[config.mk]
export PLATFORM = sky130hd
export DESIGN_NAME = multi_channel_delay_pipe
export DESIGN_NICKNAME = d
export VERILOG_FILES = /design/src/rtl/multi_channel_delay_pipe.sv
export SDC_FILE = /design/constraint.sdc
export NUM_CORES = 1
export LEC_CHECK = 0
export CORE_UTILIZATION = 45
export CTS_CLUSTER_DIAMETER = 60
export DETAILED_ROUTE_END_ITERATION = 12
export GPL_TIMING_DRIVEN = 0
export PLACE_DENSITY = 0.74
export SLEW_MARGIN = 15
export SYNTH_ARGS = -nofsm -noshare
export SYNTH_HDL_FRONTEND = slang
export SYNTH_SLANG_ARGS = --single-unit
[constraint.sdc]
create_clock -name clk -period 2.9 [get_ports clk]
set_input_delay 0.58 -clock clk [delete_from_list [all_inputs] [get_ports clk]]
set_output_delay 0.58 -clock clk [all_outputs]
set_load 0.01 [all_outputs]
[src/rtl/multi_channel_delay_pipe.sv]
// multi_channel_delay_pipe: NCH-lane elastic delay line of DEPTH stages with
// a shared valid/ready handshake, flush, per-lane capture enable and counters.
module multi_channel_delay_pipe #(
    parameter int               WIDTH     = 8,
    parameter int               NCH       = 2,
    parameter int               DEPTH     = 3,
    parameter logic [WIDTH-1:0] RESET_VAL = '0,
    parameter int               CNT_W     = 16,
    localparam int              OCC_W     = $clog2(DEPTH + 1)
) (
    input  logic                 clk,
    input  logic                 rst_n,
    input  logic                 in_valid,
    output logic                 in_ready,
    input  logic [NCH*WIDTH-1:0] in_data,
    input  logic [NCH-1:0]       chan_en,
    input  logic                 flush,
    output logic                 out_valid,
    input  logic                 out_ready,
    output logic [NCH*WIDTH-1:0] out_data,
    output logic [OCC_W-1:0]     occupancy,
    output logic [CNT_W-1:0]     count_out
);

    localparam int DW = NCH * WIDTH;

    logic [DEPTH-1:0] r_v;
    logic [DW-1:0]    r_d [DEPTH];
    logic [CNT_W-1:0] r_cnt;

    logic [DEPTH-1:0] w_mv;
    logic [DW-1:0]    w_in;
    logic             w_acc;
    logic             w_take;

    // room tracks whether the stage downstream is free or freeing
    always_comb begin : p_move
        logic room;
        room = out_ready;
        w_mv = '0;
        for (int k = DEPTH - 1; k >= 0; k--) begin
            w_mv[k] = r_v[k] & room;
            room    = ~r_v[k] | room;
        end
    end

    always_comb begin
        w_in = '0;
        for (int i = 0; i < NCH; i++) begin
            w_in[i*WIDTH +: WIDTH] = chan_en[i] ? in_data[i*WIDTH +: WIDTH]
                                                : RESET_VAL;
        end
    end

    // held low during reset so nothing is offered as accepted
    assign in_ready = rst_n & ~flush & (~r_v[0] | w_mv[0]);
    assign w_acc    = in_valid & in_ready;
    assign w_take   = r_v[DEPTH-1] & out_ready;

    always_ff @(posedge clk or negedge rst_n) begin
        if (!rst_n) begin
            r_v <= '0;
            for (int k = 0; k < DEPTH; k++) begin
                r_d[k] <= {NCH{RESET_VAL}};
            end
        end else begin
            if (flush) begin
                r_v <= '0;
            end else begin
                r_v[0] <= w_acc | (r_v[0] & ~w_mv[0]);
                for (int k = 1; k < DEPTH; k++) begin
                    r_v[k] <= w_mv[k-1] | (r_v[k] & ~w_mv[k]);
                end
            end
            if (w_acc) begin
                r_d[0] <= w_in;
            end
            for (int k = 1; k < DEPTH; k++) begin
                if (w_mv[k-1]) begin
                    r_d[k] <= r_d[k-1];
                end
            end
        end
    end

    always_ff @(posedge clk or negedge rst_n) begin
        if (!rst_n) begin
            r_cnt <= '0;
        end else if (w_take) begin
            r_cnt <= r_cnt + 1'b1;
        end
    end

    always_comb begin
        occupancy = '0;
        for (int k = 0; k < DEPTH; k++) begin
            occupancy = occupancy + OCC_W'(r_v[k]);
        end
    end

    assign out_valid = r_v[DEPTH-1];
    assign out_data  = r_d[DEPTH-1];
    assign count_out = r_cnt;

endmodule

Word-level counts from Yosys, hierarchy flattened:

Index checks and enable logic that the tools add are counted.

* register bits: 67
* bits of input ports: 23
* output and inout bits: 36
* logic and storage cells: 33

* add/subtract/negate cells: 3
* multiplexer cells: 3
* bitwise operators: 22

Operators with widths (number)
* $add 16x1->16 const B: 1
* $mux 8: 2
* $and 1x1->1: 9
* $not 1->1: 7
* $or 1x1->1: 6
* $mux 3: 1
* $add 1x1->2: 1
* $add 2x1->2: 1

Logic depth before layout (Yosys ltp):

Gate-level depths: netlist of run 1.

* depth after elaboration: 9
* mapped depth: 5
* depth with buffers taken out: 5

Worst setup path before layout of run 1:

Ideal clock, no wire load.

* kind: reg2out
* from: register r_v[2]
* to: output occupancy[0]
* data arrival time: 1.070 ns
* required time: 2.320 ns
* path slack: 1.250 ns
* stages on the path, launching flop included: 2
* buffers on the path: 0
* cell sequence: dfrtp_1 -> fa_1

* cells in the longest elaborated chain, start to end: 1

RTL lines
* start, declared: line 27 `logic [DEPTH-1:0] r_v;`
* start signal, assigned by index: line 72 `r_v[k] <= w_mv[k-1] | (r_v[k] & ~w_mv[k]);`
* $add 2x1->2: line 97 `occupancy = occupancy + OCC_W'(r_v[k]);`
* end, declared: line 21 `output logic [OCC_W-1:0] occupancy,`

No other way between the ends.

Worst setup path after layout of run 1:

* from: input out_ready
* to: output in_ready

* cells in the longest elaborated chain, start to end: 5

RTL lines
* start, declared: line 19 `input logic out_ready,`
* $or 1x1->1 (2 in a row): line 43 `room = ~r_v[k] | room;`
* $and 1x1->1: line 42 `w_mv[k] = r_v[k] & room;`
* $or 1x1->1: line 56 `assign in_ready = rst_n & ~flush & (~r_v[0] | w_mv[0]);`
* $and 1x1->1: line 56
* end, declared: line 14 `output logic in_ready,`

No other way between the ends.

==> summary.md, run 1 <==
| Metric | Value |
|---|---|
| Post-route DRC | `0` |
| Fin. max-slew vios | `0` |
| Mapped Avg Cell Area | `12.7 sq um` |
| Worst Path Required | `2.32 ns` |
| Worst-margin pin slew | `0.398 ns` |
| Crit path kind | `input port to output pin` |
| Detail Route Antenna Nets | `0` |
| # nets final | `318` |
| Die area | `6670 sq um` |
| Crit Reg-Reg Startpoint | `r_v[2]` |
| Post-CTS setup buffers | `0` |
| Share of cells above drive strength 1 | `0.202` |
| Top Layer Used | `met4` |
| Synth Flop Type | `dfrtp_1` |
| Seq/Total Area, Yosys | `0.587` |
| Pwr dens | `669 nW/um^2` |
| Most frequent cells after synthesis | `67 x dfrtp_1, 40 x nand2_1, 16 x buf_4, 16 x mux2_1, 16 x o21ai_1` |
| Num CTS Buffers | `9` |
| Dpl ws | `0.240 ns` |
| Max_slew headroom | `0.735` |
| Clk root buf | `clkbuf_8` |
| Result of the run | `complete, no violations` |
| Syn. warnings | `0` |
| Gr usage total | `0.174` |
| Synth Register Bits | `67` |
| DR iter-0 viols | `40` |
| Fin crit period | `2.67 ns` |
| Most common cell in the netlist | `dfrtp_1` |
| Crit. End Element | `output pin` |
| WL/cell | `13.7 um` |
| Synth area leaders | `dfrtp_1 59%, mux2_1 6.3%, mux2_4 5.3%` |
| Post-CTS sizing | `0` |
| H-tree depth | `3` |
| Synth top area share | `0.587` |
| Wl on met1 | `2270 um` |
| Post-synth design cell area | `2860 sq um` |
| EDFF count, synth | `0` |
| Cells after Synth | `225` |
| Dpl hpwl | `3660 um` |
| Tcrit/Tclk final | `0.922` |
| CTS max path bufs | `2` |
| Arrival @ worst endpoint | `2.09 ns` |
| Max FO, Critical Path | `5` |
| RSZ-0062 raised after global routing | `no` |
| Leakage power | `0.00177 uW` |
| Final std cells w/o fill | `372` |
| Buffers on Ports | `56` |
| Setup slack after layout | `0.226 ns` |
| Antenna diodes | `0` |
| Clock Pin Slew Worst Setup and Hold Paths | `0.07 ns` |
| Io pins | `59` |
| Met2 routed WL | `2560 um` |
| Clk Latency, worst-skew pair | `0.33 ns` |
| Chip width | `81.7 um` |
| Largest area contributor in the synthesized netlist | `dfrtp_1` |
| Worst min path class | `input port to async pin` |
| Placed cell count | `357` |
| Initial core utilization | `0.474` |
| DRT Wirelength | `5080 um` |
| F_max | `0.374 GHz` |
| Die height | `81.7 um` |
| RePlAce Congestion | `0.731` |
| Rows | `28` |
| Setup Skew | `0.00579 ns` |
| Routed wl met3 | `175 um` |
| Pwr Total | `2490 uW` |
| Gr ovfl total | `0` |
| Initial antenna violation count | `0` |
| P&R area growth vs syn | `30.6%` |
| CTS tree | `done` |
| Startpoint types | `input port` |
| First-pass GRT wire length | `8580 um` |
| VDD IR max | `0.000402 V` |
| Fin. Hold Viols | `0` |
| Final setup fails | `0` |
| Async set-reset flop share out of synthesis | `1.00` |
| Drt first pass iters | `4` |
| Max Cap Violations | `0` |
| Number of distinct library cells after synthesis | `28` |
| # hold bufs at CTS | `0` |
| Largest net degree at the start of global routing | `49` |
| Syn nets | `250` |
| Reg-to-reg slack, setup | `1.27 ns` |
| Final core utilization | `0.619` |
| Crit path from | `out_ready` |
| Core Area | `6030 sq um` |
| Vias in the first global route | `1778` |
| CTS Sinks | `67` |
| Via count | `1805` |
| Vias per inst | `4.85` |
==> layout by cell type (no fill, tap or decap), types with 2 or more instances in the layout <==
master,instances
xnor2_1,13
a21oi_1,2
mux2_1,16
buf_6,2
and3_1,2
buf_2,3
nor2_1,5
o21ai_1,16
clkdlybuf4s50_1,55
nand2_2,2
dfrtp_1,67
clkbuf_1,2
mux2_4,10
buf_1,2
buf_4,17
nand2_1,40
nand4_1,4
xor2_1,2
nand3_1,5
nand4b_1,2
mux2_2,7
clkbuf_8,11
==> final cells by class <==
class                   count  area [sq um]
repair buffers             57           586
clock buffers              13           159
plain buffers              24           180
multi-input cells         134           998
fillers                   525          2300
well taps                  75          93.8
clock inverters             2          35.0
flip-flops and latches     67          1680
==> worst max-delay path, stage by stage <==
cell	delay [ns]
clkdlybuf4s50_1	0.61
nand4b_1	0.20
and3b_1	0.17
clkdlybuf4s50_1	0.53
==> final timing paths <==
path	end	depth (start not counted)
max reg2reg	r_d[20]	5
min	count_out[0]	1
max	in_ready	4
min reg2reg	count_out[15]	1
min in group clk	count_out[15]	1
max in group asynchronous	out_data[10]	2
==> sequential cells by signal (all words and copies together), names as in the netlist <==
name and count:
r_d 32, count_out 16, r_v 3, out_data 16
==> logic make-up after synthesis <==
logic type | after synthesis | synth area share
muxes | 33 | 0.143
and+or+nand+nor | 66 | 0.117
DFF | 67 | 0.587
xor gates and xnor gates | 15 | 0.0460
buffers and inverters | 24 | 0.0631
AOI/OAI and AO/OA | 18 | 0.0316
adders and majority gates | 2 | 0.0114
==> stage by stage <==
stage	cell area, sq um	hold slack [ns]	TNS [ns]
6_report	3730	0.131	0
5_1_grt	3730	0.134	0
4_1_cts	3730	0.133	0
3_5_place_dp	3530	0.467	0
3_3_place_gp	3510	0.462	-93.78
2_1_floorplan	2860	0.284	0
==> layer usage <==
| layer | vias up | GRT usage |
|---|---|---|
| li1 | 875 | - |
| met1 | 890 | 0.225 |
| met2 | 35 | 0.276 |
| met3 | 5 | 0.0467 |
| met4 | 0 | 0.0737 |
| met5 | - | 0 |
==> where the power goes <==
part           switching (uW)  internal (uW)
clock                     330            439
sequential               91.6           1090
combinational             176            366
(Power assumes the default switching activity.)
==> run 2: changes to the inputs <==
- CORE_MARGIN: not set -> 2
==> run 2 against run 1 <==
Compared with the run above:
- clock skew increased by 0.00094 ns
- final area rose by 0.30%
- worst setup slack got worse by 0.0084 ns
- via count fell by 2.6%
- largest cell class unchanged
- highest routed layer unchanged
==> summary.md, run 2 (synthesis gave the netlist of run 1 again) <==
| Metric | Value |
|---|---|
| H-tree depth | `3 (unchanged)` |
| Worst Path Required | `2.32 ns (about the same)` |
| Fin area | `3740 sq um (+0.30%)` |
| Share of cells above drive strength 1 | `0.211 (+0.00939)` |
| WL/cell | `13.2 um (-3.5%)` |
| Most frequent cells in the layout | `67 x dfrtp_1, 55 x clkdlybuf4s50_1, 40 x nand2_1` |
| Pwr dens | `667 nW/um^2 (-0.31%)` |
| Gr ovfl total | `0 (unchanged)` |
| # nets final | `318 (unchanged)` |
| Fin. Hold Viols | `0 (unchanged)` |
| Leakage power | `0.00177 uW (+0.16%)` |
| Io pins | `59 (unchanged)` |
| Core Area | `6240 sq um (+3.6%)` |
| Chip width | `83.7 um (+2.4%)` |
| Startpoint types | `input port` |
| First-pass GRT wire length | `8290 um (-3.5%)` |
| RSZ-0062 raised after global routing | `no` |
| Crit. End Element | `output pin` |
| Max FO, Critical Path | `5 (unchanged)` |
| Most common cell after layout, fill and taps aside | `dfrtp_1` |
| Post-route DRC | `0 (unchanged)` |
| Rows | `29 (+3.6%)` |
| Result of the run | `complete, no violations` |
| Worst-margin pin slew | `0.389 ns (-0.00838 ns)` |
| Arrival @ worst endpoint | `2.10 ns (about the same)` |
| Max Cap Violations | `0 (unchanged)` |
| Largest register FFs | `32 (unchanged)` |
| VDD IR max | `0.000396 V (-1.7%)` |
| Fin. max-slew vios | `0 (unchanged)` |
| DP Area | `3540 sq um (about the same)` |
| CTS max path bufs | `2 (unchanged)` |
| Placed cell count | `359 (+0.56%)` |
| Largest net degree at the start of global routing | `53 (+8.2%)` |
| Final setup fails | `0 (unchanged)` |
| Area of the multi-input gates | `998 sq um (unchanged)` |
| Reg with most FFs | `r_d` |
| Clk Latency, worst-skew pair | `0.34 ns (about the same)` |
| # fillers | `513 (-2.3%)` |
| Gr usage total | `0.151 (-0.0226)` |
| Initial core utilization | `0.457 (-0.0163)` |
| Num CTS Buffers | `9 (unchanged)` |
| DRT Wirelength | `4940 um (-2.7%)` |
| DR iter-0 viols | `90 (+130%)` |
| Drt first pass iters | `4 (unchanged)` |
| Vias per inst | `4.69 (-3.4%)` |
| Die height | `83.7 um (+2.4%)` |
| RePlAce Congestion | `0.739 (+1.1%)` |
| Antenna diodes | `0 (unchanged)` |
| Via count | `1758 (-2.6%)` |
| Max_slew headroom | `0.740 (+0.00559)` |
| Post-CTS setup buffers | `0 (unchanged)` |
| Dpl hpwl | `3510 um (-4.0%)` |
| Initial antenna violation count | `0 (unchanged)` |
| Crit path kind | `input port to output pin` |
| Tcrit/Tclk final | `0.925 (+0.00290)` |
| Die area | `7000 sq um (+5.0%)` |
| Worst min path class | `input port to async pin` |
| Clock Pin Slew Worst Setup and Hold Paths | `0.07 ns (about the same)` |
| Buffers on Ports | `56 (unchanged)` |
| CTS Sinks | `67 (unchanged)` |
| F_max | `0.373 GHz (-0.31%)` |
| Clk root buf | `clkbuf_8` |
| Post-CTS sizing | `0 (unchanged)` |
| Setup Skew | `0.00673 ns (+0.000940 ns)` |
| Fin crit period | `2.68 ns (+0.00841 ns)` |
| Final std cells w/o fill | `375 (+0.81%)` |
| Vias in the first global route | `1782 (+0.22%)` |
| P&R area growth vs syn | `31.0%` |
| CTS tree | `done` |
| # hold bufs at CTS | `0 (unchanged)` |
| Reg area | `1680 sq um (unchanged)` |
| Detail Route Antenna Nets | `0 (unchanged)` |
-- run 2: cell types whose count changed in the layout (fill, tap and decap cells not counted) --
cell	previous run	this run
clkbuf_8	11	10
clkbuf_1	2	0
clkinv_4	0	2
clkinvlp_4	0	1
clkinv_2	1	2
-- run 2: layout make-up --
type	instances	area share
sequential	67	0.448
multi-input combinational	134	0.267
timing repair buffer	57	0.157
buffer	24	0.0482
clock buffer	10	0.0368
tap	77	0.0258
clock inverter	6	0.0174
-- run 2: critical path, stage by stage --
cell,delay (ns)
clkdlybuf4s50_1,0.53
nand4b_1,0.29
and3b_1,0.23
clkdlybuf4s50_1,0.47
-- run 2: power breakdown --
part | switching [uW] | total [uW] | leakage, uW | internal, uW
clock network | 352 | 771 | 0.000102 | 420
registers | 88.9 | 1180 | 0.000895 | 1090
logic | 177 | 544 | 0.000773 | 366
-- run 2: path summary, 6_finish.rpt --
path,endpoint,depth (start not counted),slack [ns],startpoint
max,in_ready,4,0.22,out_ready
min,out_data[3],1,0.11,rst_n
max reg2reg,r_d[17],5,1.26,r_v[2]
min reg2reg,count_out[15],1,0.48,count_out[15]
max in group asynchronous,out_data[10],2,2.29,rst_n
min in group clk,count_out[15],1,0.48,count_out[15]
-- run 2: per-stage QoR --
stage	hold WS (ns)	total power, uW	worst slack, ns	setup TNS, ns	util
after floorplan	0.284	1480	1.25	0	-
after global placement	0.462	1720	-1.88	-92.81	0.563
after detailed placement	0.465	1750	0.232	0	0.567
after CTS	0.0933	2520	0.214	0	0.599
after global routing	0.100	2620	0.178	0	0.599
final	0.105	2490	0.218	0	0.599
-- run 2: routing by layer --
layer	wire length, um	up-vias	global-route usage
met3	127	10	0.0257
met5	0	-	0
met4	99	0	0.0880
met2	2430	28	0.243
li1	-	872	-
met1	2280	848	0.194
